--- config.mk ---
export PLATFORM = sky130hd
export DESIGN_NAME = pe_feeder_flat
export DESIGN_NICKNAME = d
export VERILOG_FILES = /design/src/rtl/pe_feeder_if.sv /design/src/rtl/pe_feeder.sv /design/src/flat_wrapper.sv
export SDC_FILE = /design/constraint.sdc
export NUM_CORES = 1
export LEC_CHECK = 0
export CAP_MARGIN = 40
export CORE_UTILIZATION = 50
export CTS_CLUSTER_SIZE = 16
export DETAILED_ROUTE_END_ITERATION = 8
export GPL_TIMING_DRIVEN = 0
export PLACE_DENSITY_LB_ADDON = 0.12
export SYNTH_ARGS = -nofsm -noshare
export SYNTH_HDL_FRONTEND = slang
export SYNTH_SLANG_ARGS = --single-unit
--- constraint.sdc ---
create_clock -name clk -period 3.51 [get_ports clk]
set_clock_uncertainty 0.1 [all_clocks]
set_input_delay 0.702 -clock clk [delete_from_list [all_inputs] [get_ports clk]]
set_output_delay 0.702 -clock clk [all_outputs]
set_load 0.01 [all_outputs]
--- src/rtl/pe_feeder_if.sv ---
// -----------------------------------------------------------------------------
// pe_feeder_if
// Groups the job-control, filter/ifmap load ports and PE drive outputs of
// pe_feeder into one bundle.
//   master : the upstream side. It drives start, the load valids and the load
//            data, and it observes the readies, the PE operands and the
//            strobes.
//   slave  : the feeder itself.
// Signals:
//   start, start_keep_filt       job request and filter-reuse qualifier
//   filt_valid/ready/data        filter row load port
//   ifmap_valid/ready/data       ifmap row load port
//   pe_ifmap, pe_filter          PE operands
//   pe_en, pe_clr                PE accumulate enable / accumulator clear
//   psum_strobe, psum_idx        finished-window strobe and window number
//   busy, done                   job status
// -----------------------------------------------------------------------------
interface pe_feeder_if #(
  parameter int DATA_W = 16,
  parameter int IDX_W  = 3
);
  logic              start;
  logic              start_keep_filt;
  logic              filt_valid;
  logic              filt_ready;
  logic [DATA_W-1:0] filt_data;
  logic              ifmap_valid;
  logic              ifmap_ready;
  logic [DATA_W-1:0] ifmap_data;
  logic [DATA_W-1:0] pe_ifmap;
  logic [DATA_W-1:0] pe_filter;
  logic              pe_en;
  logic              pe_clr;
  logic              psum_strobe;
  logic [IDX_W-1:0]  psum_idx;
  logic              busy;
  logic              done;

  modport master (
    output start, start_keep_filt,
    output filt_valid, filt_data, ifmap_valid, ifmap_data,
    input  filt_ready, ifmap_ready,
    input  pe_ifmap, pe_filter, pe_en, pe_clr,
    input  psum_strobe, psum_idx, busy, done
  );

  modport slave (
    input  start, start_keep_filt,
    input  filt_valid, filt_data, ifmap_valid, ifmap_data,
    output filt_ready, ifmap_ready,
    output pe_ifmap, pe_filter, pe_en, pe_clr,
    output psum_strobe, psum_idx, busy, done
  );
endinterface

--- src/rtl/pe_feeder.sv ---
// -----------------------------------------------------------------------------
// pe_feeder
// Upstream sequencer for a single MAC processing element. It buffers one
// filter row (FILT_LEN taps) and one ifmap row (IFMAP_LEN samples) through
// valid/ready load ports. It then walks the IFMAP_LEN-FILT_LEN+1 sliding
// windows. For each window it clears the PE, issues FILT_LEN accumulate
// cycles, and strobes psum_strobe/psum_idx in the cycle where the PE output
// holds that window's result.
// Ports:
//   clk  : rising-edge clock
//   rst  : synchronous active-high reset (state, counters, buffers, outputs)
//   bus  : pe_feeder_if.slave (job control, load ports, PE drive, status)
// Every output is a register loaded from the next-state decode, so nothing
// on the input side reaches an output combinationally.
// -----------------------------------------------------------------------------
module pe_feeder #(
  parameter int DATA_W    = 16,
  parameter int FILT_LEN  = 3,
  parameter int IFMAP_LEN = 8,
  parameter int IDX_W     = (IFMAP_LEN > 1) ? $clog2(IFMAP_LEN) : 1
) (
  input logic       clk,
  input logic       rst,
  pe_feeder_if.slave bus
);

  localparam int N_WIN  = IFMAP_LEN - FILT_LEN + 1;
  localparam int FCNT_W = (FILT_LEN > 1) ? $clog2(FILT_LEN) : 1;
  localparam int ICNT_W = IDX_W;

  localparam logic [FCNT_W-1:0] F_LAST   = FCNT_W'(FILT_LEN - 1);
  localparam logic [ICNT_W-1:0] I_LAST   = ICNT_W'(IFMAP_LEN - 1);
  localparam logic [ICNT_W-1:0] WIN_LAST = ICNT_W'(N_WIN - 1);

  typedef enum logic [2:0] {
    ST_IDLE   = 3'd0,
    ST_LOAD_F = 3'd1,
    ST_LOAD_I = 3'd2,
    ST_CLR    = 3'd3,
    ST_MAC    = 3'd4,
    ST_FINAL  = 3'd5
  } state_e;

  state_e            state_q, state_d;
  logic [FCNT_W-1:0] fcnt_q, fcnt_d;
  logic [ICNT_W-1:0] icnt_q, icnt_d;
  logic [ICNT_W-1:0] win_q, win_d;
  logic [FCNT_W-1:0] k_q, k_d;
  logic [DATA_W-1:0] fbuf_q [FILT_LEN];
  logic [DATA_W-1:0] fbuf_d [FILT_LEN];
  logic [DATA_W-1:0] ibuf_q [IFMAP_LEN];
  logic [DATA_W-1:0] ibuf_d [IFMAP_LEN];

  logic              filt_ready_q, filt_ready_d;
  logic              ifmap_ready_q, ifmap_ready_d;
  logic [DATA_W-1:0] pe_ifmap_q, pe_ifmap_d;
  logic [DATA_W-1:0] pe_filter_q, pe_filter_d;
  logic              pe_en_q, pe_en_d;
  logic              pe_clr_q, pe_clr_d;
  logic              psum_strobe_q, psum_strobe_d;
  logic [IDX_W-1:0]  psum_idx_q, psum_idx_d;
  logic              busy_q, busy_d;
  logic              done_q, done_d;
  logic [ICNT_W-1:0] mac_idx_s;

  // Next-state logic: sequencing, load counters, window/tap counters, buffers.
  always_comb begin
    state_d = state_q;
    fcnt_d  = fcnt_q;
    icnt_d  = icnt_q;
    win_d   = win_q;
    k_d     = k_q;
    fbuf_d  = fbuf_q;
    ibuf_d  = ibuf_q;
    case (state_q)
      ST_IDLE: begin
        if (bus.start) begin
          fcnt_d  = {FCNT_W{1'b0}};
          icnt_d  = {ICNT_W{1'b0}};
          state_d = bus.start_keep_filt ? ST_LOAD_I : ST_LOAD_F;
        end else begin
          state_d = ST_IDLE;
        end
      end
      ST_LOAD_F: begin
        // filt_ready_q is high throughout LOAD_F, so valid alone is a handshake.
        if (bus.filt_valid) begin
          fbuf_d[fcnt_q] = bus.filt_data;
          if (fcnt_q == F_LAST) begin
            fcnt_d  = {FCNT_W{1'b0}};
            state_d = ST_LOAD_I;
          end else begin
            fcnt_d = fcnt_q + {{(FCNT_W-1){1'b0}}, 1'b1};
          end
        end else begin
          state_d = ST_LOAD_F;
        end
      end
      ST_LOAD_I: begin
        if (bus.ifmap_valid) begin
          ibuf_d[icnt_q] = bus.ifmap_data;
          if (icnt_q == I_LAST) begin
            icnt_d  = {ICNT_W{1'b0}};
            win_d   = {ICNT_W{1'b0}};
            state_d = ST_CLR;
          end else begin
            icnt_d = icnt_q + {{(ICNT_W-1){1'b0}}, 1'b1};
          end
        end else begin
          state_d = ST_LOAD_I;
        end
      end
      ST_CLR: begin
        k_d     = {FCNT_W{1'b0}};
        state_d = ST_MAC;
      end
      ST_MAC: begin
        if (k_q == F_LAST) begin
          k_d = {FCNT_W{1'b0}};
          if (win_q == WIN_LAST) begin
            state_d = ST_FINAL;
          end else begin
            win_d   = win_q + {{(ICNT_W-1){1'b0}}, 1'b1};
            state_d = ST_CLR;
          end
        end else begin
          k_d = k_q + {{(FCNT_W-1){1'b0}}, 1'b1};
        end
      end
      ST_FINAL: begin
        state_d = ST_IDLE;
      end
      default: begin
        state_d = ST_IDLE;
      end
    endcase
  end

  // Output decode from the next state so the registered outputs line up with it.
  always_comb begin
    filt_ready_d  = (state_d == ST_LOAD_F);
    ifmap_ready_d = (state_d == ST_LOAD_I);
    pe_en_d       = (state_d == ST_MAC);
    pe_clr_d      = (state_d == ST_CLR);
    busy_d        = (state_d != ST_IDLE);
    done_d        = (state_d == ST_FINAL);
    mac_idx_s     = win_d + ICNT_W'(k_d);
    if (state_d == ST_MAC) begin
      pe_ifmap_d  = ibuf_q[mac_idx_s];
      pe_filter_d = fbuf_q[k_d];
    end else begin
      pe_ifmap_d  = {DATA_W{1'b0}};
      pe_filter_d = {DATA_W{1'b0}};
    end
    // The previous window's strobe rides on the next window's CLR cycle,
    // because the PE accumulator still holds that result until the clear edge.
    if (state_d == ST_FINAL) begin
      psum_strobe_d = 1'b1;
      psum_idx_d    = WIN_LAST;
    end else if ((state_d == ST_CLR) && (win_d != {ICNT_W{1'b0}})) begin
      psum_strobe_d = 1'b1;
      psum_idx_d    = win_d - {{(ICNT_W-1){1'b0}}, 1'b1};
    end else begin
      psum_strobe_d = 1'b0;
      psum_idx_d    = {IDX_W{1'b0}};
    end
  end

  // State, counter, buffer and output registers with synchronous reset.
  always_ff @(posedge clk) begin
    if (rst) begin
      state_q       <= ST_IDLE;
      fcnt_q        <= {FCNT_W{1'b0}};
      icnt_q        <= {ICNT_W{1'b0}};
      win_q         <= {ICNT_W{1'b0}};
      k_q           <= {FCNT_W{1'b0}};
      fbuf_q        <= '{default: {DATA_W{1'b0}}};
      ibuf_q        <= '{default: {DATA_W{1'b0}}};
      filt_ready_q  <= 1'b0;
      ifmap_ready_q <= 1'b0;
      pe_ifmap_q    <= {DATA_W{1'b0}};
      pe_filter_q   <= {DATA_W{1'b0}};
      pe_en_q       <= 1'b0;
      pe_clr_q      <= 1'b0;
      psum_strobe_q <= 1'b0;
      psum_idx_q    <= {IDX_W{1'b0}};
      busy_q        <= 1'b0;
      done_q        <= 1'b0;
    end else begin
      state_q       <= state_d;
      fcnt_q        <= fcnt_d;
      icnt_q        <= icnt_d;
      win_q         <= win_d;
      k_q           <= k_d;
      fbuf_q        <= fbuf_d;
      ibuf_q        <= ibuf_d;
      filt_ready_q  <= filt_ready_d;
      ifmap_ready_q <= ifmap_ready_d;
      pe_ifmap_q    <= pe_ifmap_d;
      pe_filter_q   <= pe_filter_d;
      pe_en_q       <= pe_en_d;
      pe_clr_q      <= pe_clr_d;
      psum_strobe_q <= psum_strobe_d;
      psum_idx_q    <= psum_idx_d;
      busy_q        <= busy_d;
      done_q        <= done_d;
    end
  end

  assign bus.filt_ready  = filt_ready_q;
  assign bus.ifmap_ready = ifmap_ready_q;
  assign bus.pe_ifmap    = pe_ifmap_q;
  assign bus.pe_filter   = pe_filter_q;
  assign bus.pe_en       = pe_en_q;
  assign bus.pe_clr      = pe_clr_q;
  assign bus.psum_strobe = psum_strobe_q;
  assign bus.psum_idx    = psum_idx_q;
  assign bus.busy        = busy_q;
  assign bus.done        = done_q;

endmodule

--- src/flat_wrapper.sv ---
// flat-port wrapper written by rule: the top's interface ports become plain ports
module pe_feeder_flat 
#(
  parameter int DATA_W    = 16,
  parameter int FILT_LEN  = 3,
  parameter int IFMAP_LEN = 8,
  parameter int IDX_W     = (IFMAP_LEN > 1) ? $clog2(IFMAP_LEN) : 1
)
  (clk, rst, bus_start, bus_start_keep_filt, bus_filt_valid, bus_filt_data, bus_ifmap_valid, bus_ifmap_data, bus_filt_ready, bus_ifmap_ready, bus_pe_ifmap, bus_pe_filter, bus_pe_en, bus_pe_clr, bus_psum_strobe, bus_psum_idx, bus_busy, bus_done);
  pe_feeder_if #(.DATA_W(DATA_W), .IDX_W(IDX_W)) bus_i ();
  input logic clk;
  input logic rst;
  input wire logic [$bits(bus_i.start)-1:0] bus_start;
  input wire logic [$bits(bus_i.start_keep_filt)-1:0] bus_start_keep_filt;
  input wire logic [$bits(bus_i.filt_valid)-1:0] bus_filt_valid;
  input wire logic [$bits(bus_i.filt_data)-1:0] bus_filt_data;
  input wire logic [$bits(bus_i.ifmap_valid)-1:0] bus_ifmap_valid;
  input wire logic [$bits(bus_i.ifmap_data)-1:0] bus_ifmap_data;
  output wire logic [$bits(bus_i.filt_ready)-1:0] bus_filt_ready;
  output wire logic [$bits(bus_i.ifmap_ready)-1:0] bus_ifmap_ready;
  output wire logic [$bits(bus_i.pe_ifmap)-1:0] bus_pe_ifmap;
  output wire logic [$bits(bus_i.pe_filter)-1:0] bus_pe_filter;
  output wire logic [$bits(bus_i.pe_en)-1:0] bus_pe_en;
  output wire logic [$bits(bus_i.pe_clr)-1:0] bus_pe_clr;
  output wire logic [$bits(bus_i.psum_strobe)-1:0] bus_psum_strobe;
  output wire logic [$bits(bus_i.psum_idx)-1:0] bus_psum_idx;
  output wire logic [$bits(bus_i.busy)-1:0] bus_busy;
  output wire logic [$bits(bus_i.done)-1:0] bus_done;
  assign bus_i.start = bus_start;
  assign bus_i.start_keep_filt = bus_start_keep_filt;
  assign bus_i.filt_valid = bus_filt_valid;
  assign bus_i.filt_data = bus_filt_data;
  assign bus_i.ifmap_valid = bus_ifmap_valid;
  assign bus_i.ifmap_data = bus_ifmap_data;
  assign bus_filt_ready = bus_i.filt_ready;
  assign bus_ifmap_ready = bus_i.ifmap_ready;
  assign bus_pe_ifmap = bus_i.pe_ifmap;
  assign bus_pe_filter = bus_i.pe_filter;
  assign bus_pe_en = bus_i.pe_en;
  assign bus_pe_clr = bus_i.pe_clr;
  assign bus_psum_strobe = bus_i.psum_strobe;
  assign bus_psum_idx = bus_i.psum_idx;
  assign bus_busy = bus_i.busy;
  assign bus_done = bus_i.done;
  pe_feeder #(.DATA_W(DATA_W), .FILT_LEN(FILT_LEN), .IFMAP_LEN(IFMAP_LEN), .IDX_W(IDX_W)) u_core (.clk(clk), .rst(rst), .bus(bus_i));
endmodule
Word level (Yosys, flattened, before mapping)
Cells that the tools add are included.
{"block": "classes", "add_sub_neg": 6, "magnitude_cmp": 6, "n_eq_ne": 16, "mux": 40, "bitwise": 6, "reduce_logical": 14}
{"op": "bitwise mux 128 bit", "count": 1}
{"op": "2-to-1 mux 16 bit", "count": 6}
{"op": "binary-select mux 16 bit (select 3 bit)", "count": 1}
{"op": "bitwise mux 48 bit", "count": 1}
{"op": "demux 16 bit (select 3 bit)", "count": 1}
{"op": "2-to-1 mux 3 bit", "count": 16}
{"op": "binary-select mux 16 bit (select 2 bit)", "count": 1}
{"op": "demux 16 bit (select 2 bit)", "count": 1}
{"op": "equality test 3 bit, second input constant", "count": 5}
{"op": "one-hot mux 3 bit (5 select lines)", "count": 1}
{"op": "equality test 3 x 2 -> 1 bit, second input constant", "count": 4}
{"op": "one-hot mux 3 bit (2 select lines)", "count": 2}
{"op": "2-to-1 mux 2 bit", "count": 5}
{"op": "greater-or-equal comparator 4 bit, second input constant", "count": 2}
{"op": "inverter 3 -> 4 bit", "count": 2}
{"op": "one-hot mux 2 bit (2 select lines)", "count": 2}
{"op": "adder 3 x 1 -> 3 bit, second input constant", "count": 2}
{"op": "equality test 3 x 1 -> 1 bit, second input constant", "count": 2}
{"op": "greater-or-equal comparator 3 bit, second input constant", "count": 2}
{"op": "inequality test 2 bit, second input constant", "count": 3}
{"op": "inverter 2 -> 3 bit", "count": 2}
{"op": "AND reduction 3 bit", "count": 2}
{"op": "nonzero test 3 bit", "count": 2}
{"op": "adder 2 x 1 -> 2 bit, second input constant", "count": 2}
{"op": "13 further kinds", "count": 20}
{"block": "word_totals", "reg_bits": 231, "in_bits": 38, "output_inout_bits": 42, "word_cells": 115}

Depth between registers and ports, before layout
{"block": "depth", "word_depth": 9, "ltp_mapped": 14, "mapped_depth_nobuf": 12}

Worst setup path before layout
No wires, ideal clock.
{"block": "synth_path", "path_type": "input -> register", "startpoint": "input port bus_ifmap_valid", "endpoint": "register u_core.pe_ifmap_q[0] (netlist: u_core.bus.pe_ifmap[0])", "setup_ns": 0.073, "t_arrival_ns": 3.241, "required_time_ns": 3.337, "setup_slack_ns": 0.095, "cell_stages": 12, "n_path_buf": 3, "path_cell_list": "and4bb_1 -> buf_4 -> nand2_1 -> a31oi_1 -> inv_1 -> fa_1 -> clkbuf_1 -> clkbuf_1 -> mux4_2 -> nand2b_1 -> mux2_1 -> a21oi_1"}
{"block": "synth_between", "elab_chain_len": 7, "elab_cells_between_ends": 12, "cone_classes": "add/sub: 1; eq/ne: 1; mux: 7; bitwise: 2; reduce/logical: 1"}
{"element": "start, declared", "line_no": "flat_wrapper.sv:17", "rtl": "input wire logic [$bits(bus_i.ifmap_valid)-1:0] bus_ifmap_valid;"}
{"element": "2-to-1 mux 3 bit", "line_no": "pe_feeder.sv:100", "rtl": "if (bus.ifmap_valid) begin"}
{"element": "one-hot mux 3 bit (2 select lines)", "line_no": "pe_feeder.sv:75", "rtl": "case (state_q)"}
{"element": "via u_core.win_d[1]", "line_no": "pe_feeder.sv:47", "rtl": "logic [ICNT_W-1:0] win_q, win_d;"}
{"element": "adder 3 x 2 -> 3 bit", "line_no": "pe_feeder.sv:147", "rtl": "mac_idx_s = win_d + ICNT_W'(k_d);"}
{"element": "inverter 3 -> 4 bit (implied by the code)", "line_no": "pe_feeder.sv:149", "rtl": "pe_ifmap_d = ibuf_q[mac_idx_s];"}
{"element": "binary-select mux 16 bit (select 3 bit)", "line_no": "pe_feeder.sv:149"}
{"element": "2-to-1 mux 16 bit (implied by the code) (2 in series)", "line_no": "pe_feeder.sv:149"}
{"element": "end signal, assigned", "line_no": "pe_feeder.sv:181", "rtl": "pe_ifmap_q <= {DATA_W{1'b0}};"}
{"element": "end signal, assigned", "line_no": "pe_feeder.sv:199", "rtl": "pe_ifmap_q <= pe_ifmap_d;"}
{"element": "end, declared", "line_no": "pe_feeder.sv:56", "rtl": "logic [DATA_W-1:0] pe_ifmap_q, pe_ifmap_d;"}
The timed path passes the listed nets, and every way through them passes these cells. The select of a mux whose other input is x is not followed.
A chain may end at the register's enable or synchronous reset.

Worst setup path after layout
{"block": "layout_path", "startpoint": "input port bus_ifmap_valid", "endpoint": "register u_core.pe_ifmap_q[5] (netlist: u_core.bus.pe_ifmap[5])"}
Same word-level chain as after synthesis.

==> results.toml <==
[cts]
clock_path_buffers = 3
hold_buffers = 0
clk_latency_ns = 0.53
clkSinkCount = 231
clockRootBuffer = "clkbuf_16"
cts_tree = "yes"
htreeDepth = 1
cts_inserted_buffers = 25
clkTransAtPathRegs_ns = 0.06

[synthesis]
netlist.area_leader.share_pct = 45.9
synth_top_cells_by_count = "nand2_1 (264), dfxtp_1 (231), a21oi_1 (137), nor2_1 (83), mux2i_1 (82)"
yosys_warnings = 0
synth_most_common_cell = "nand2_1"
syn-num-nets = 1136
synth_edf_count = 0
synth_top_area_cell = "dfxtp_1"
ys_types = 57
synthArstFlopShare_pct = 0
syn_inst = 1090
synth_seq_cells = 231
netlist_top_cells_area = "dfxtp_1 (46%), nand2_1 (9.8%), mux2i_1 (8.2%)"
synth-seq-area-share_pct = 45.9
synth_top_flop_cell = "dfxtp_1"
syn_area_um2 = 10100
synth_area_per_cell_um2 = 9.24

[critical_path]
path_class = "primary input to flip-flop"
worstPathArrival_ns = 3.72
cp-startpoint = "bus_ifmap_valid"
cp.required_ns = 3.84
r2r_start = "u_core.state_q[1]$_SDFF_PP0_"
worstSetupStartpointType = "primary input"
worst-path-max-fanout = 6
end_kind = "flip-flop"

[pwr]
p_per_area_nw_per_um2 = 453
vdd_drop_max_mv = 0.371
power.leakage_nw = 3.84

[cells_and_area]
instances_no_fill = 1460
diodes = 0
nNetsFinal = 1229
area_growth_pct = 18.8
final_layout_size_suffix_gt1_share_pct = 12.6
regArea_um2 = 4620
multi_input_area_um2 = 5020
fillCellCount = 1756
finish.utilization_pct = 61.1

[sta]
max_slew.worst_pin.slew_ns = 0.871
timing.fmax_mhz = 295
rsz0062_at_grt = "false"
final.setup.worst_slack_ns = 0.125
hold_viol_final = 0
max_slew_margin_pct = 41.5
setup_viol = 0
finalCriticalPeriod_ns = 3.38
fin_crit_sh_pct = 96.4
maxSlewViolCount = 0

[die]
die_h_um = 144
ios = 80
rows = 51
initial_core_util_pct = 51.4
core-area_um2 = 19600
die_width_um = 144
dieArea_um2 = 20700

[global_route]
grt_pass1_wl_mm = 40.8
grt_overflow_total = 0
grt_max_degree = 13
track_usage_pct = 25.6
antenna_found_initial = 0
grt_pass1_vias = 7420

[drt]
drc = 0
via_per_inst = 5.47
antenna_left = 0
wl_per_cell_um = 17.7
wirelength_mm = 25.8
vias = 7980
drtIter0Drc = 490
dr.pass1.iters = 5

[placement]
numPortBuffers = 62
dpl.hpwl_mm = 17.7
finalWeightedCongestion = 0.802
placed_cells = 1418
post-place-ws_ns = -1.32

[hold_path]
worstHoldStart = "u_core.fbuf_q[20]$_SDFFE_PP0P_"
hold_path.class = "flip-flop to flip-flop"

[outcome]
status = "complete, no violations"

[run]
maxCapViolCount = 0
critical path: stages:
cell and delay [ns]:
clkdlybuf4s50_1 0.50, and4bb_2 0.29, buf_6 0.12, nand2_2 0.09
nand3_1 0.10, o21ai_1 0.09, ha_2 0.19, fa_2 0.56
buf_12 0.14, clkbuf_16 0.15, mux4_2 0.25, nand2_1 0.07
mux2_4 0.27, a21oi_1 0.17
metal layers:
metal	share of wire (%)	up-vias	GRT usage [%]
li1	-	3867	-
met1	48	3851	37.1
met2	45	229	40.5
met3	5.8	33	3.40
met4	1.5	0	5.21
met5	0	-	0
registers in the layout (all words and copies together) (netlist names):
| signal | count |
|---|---|
| u_core.bus.pe_filter | 16 |
| u_core.icnt_q | 3 |
| u_core.bus.pe_en | 1 |
| u_core.fcnt_q | 2 |
| u_core.ibuf_q | 128 |
| u_core.bus.psum_idx | 3 |
| u_core.state_q | 3 |
| u_core.bus.done | 1 |
| u_core.win_q | 3 |
| u_core.fbuf_q | 48 |
| u_core.bus.pe_ifmap | 16 |
| u_core.k_q | 2 |
| u_core.bus.psum_strobe | 1 |
| u_core.bus.filt_ready | 1 |
| u_core.bus.pe_clr | 1 |
| u_core.bus.ifmap_ready | 1 |
| u_core.bus.busy | 1 |
final timing paths:
kind	endpoint	slack, ns	depth (start not counted)
max	u_core.bus.pe_ifmap[5]$_SDFF_PP0_	0.13	14
min	u_core.fbuf_q[20]$_SDFFE_PP0P_	0.35	2
max reg2reg	u_core.bus.pe_ifmap[5]$_SDFF_PP0_	0.14	13
min reg2reg	u_core.fbuf_q[20]$_SDFFE_PP0P_	0.35	2
placed cells by master (no fill, tap or decap), types with 4 or more instances in the layout:
master,instances
nand2_1,263
dfxtp_1,231
a21oi_1,134
nor2_1,83
mux2i_1,82
clkbuf_1,69
clkdlybuf4s50_1,62
nand2b_1,34
mux4_2,32
clkbuf_16,26
o2bb2ai_1,14
mux2_2,14
inv_1,11
buf_4,11
mux2_4,10
buf_6,9
mux2_1,9
clkbuf_8,7
nor3_1,6
ha_1,6
buf_2,5
nor3b_1,4
or3_1,4
and2_1,4
cell families (layout without fill, tap and decap cells):
| group | after synthesis | after routing | share of synthesized area (%) |
|---|---|---|---|
| AND/OR/NAND/NOR | 426 | 426 | 18.4 |
| AO/OA/AOI/OAI | 175 | 175 | 10.5 |
| flip-flops | 231 | 231 | 45.9 |
| buffers and inverters | 103 | 208 | 4.72 |
| adder cells (fa/ha/maj) | 8 | 8 | 1.07 |
| multiplexers | 147 | 147 | 19.4 |
power by group:
part	switching (mW)	leakage, nW	internal [mW]
Combinational	0.171	1.61	0.0978
Clock	1.02	0.374	1.47
Sequential	0.00990	1.86	2.64
Total	1.20	3.84	4.21
final cells by class:
cell class / instances / share of cell area (%)
inverter: 11 / 0.345
buffer: 89 / 4.15
multi-input combinational: 756 / 42.0
sequential: 231 / 38.6
clock buffer: 36 / 5.99
clock inverter: 3 / 0.366
timing repair buffer: 69 / 5.76
tap: 265 / 2.77
repair_timing:
item	4_1_cts	5_1_grt
pin swaps	1	1
buffers inserted	2	3
endpoints found under the setup margin	16	16
cloned	1	0
gates resized for setup	19	16
endpoints found under the hold margin	0	0
through the flow:
| step | hold slack [ns] | instance area [um2] | setup TNS, ns | total power [mW] |
|---|---|---|---|---|
| finish | 0.350 | 12000 | 0 | 5.41 |
| global route | 0.365 | 12000 | 0 | 5.58 |
| CTS | 0.351 | 11900 | 0 | 5.44 |
| detailed placement | 0.343 | 11000 | -20.64 | 2.97 |
| global placement | 0.338 | 11000 | -20.51 | 2.97 |
| floorplan | 0.332 | 10100 | 0 | 2.86 |
Power figures use the tool's default switching activity.
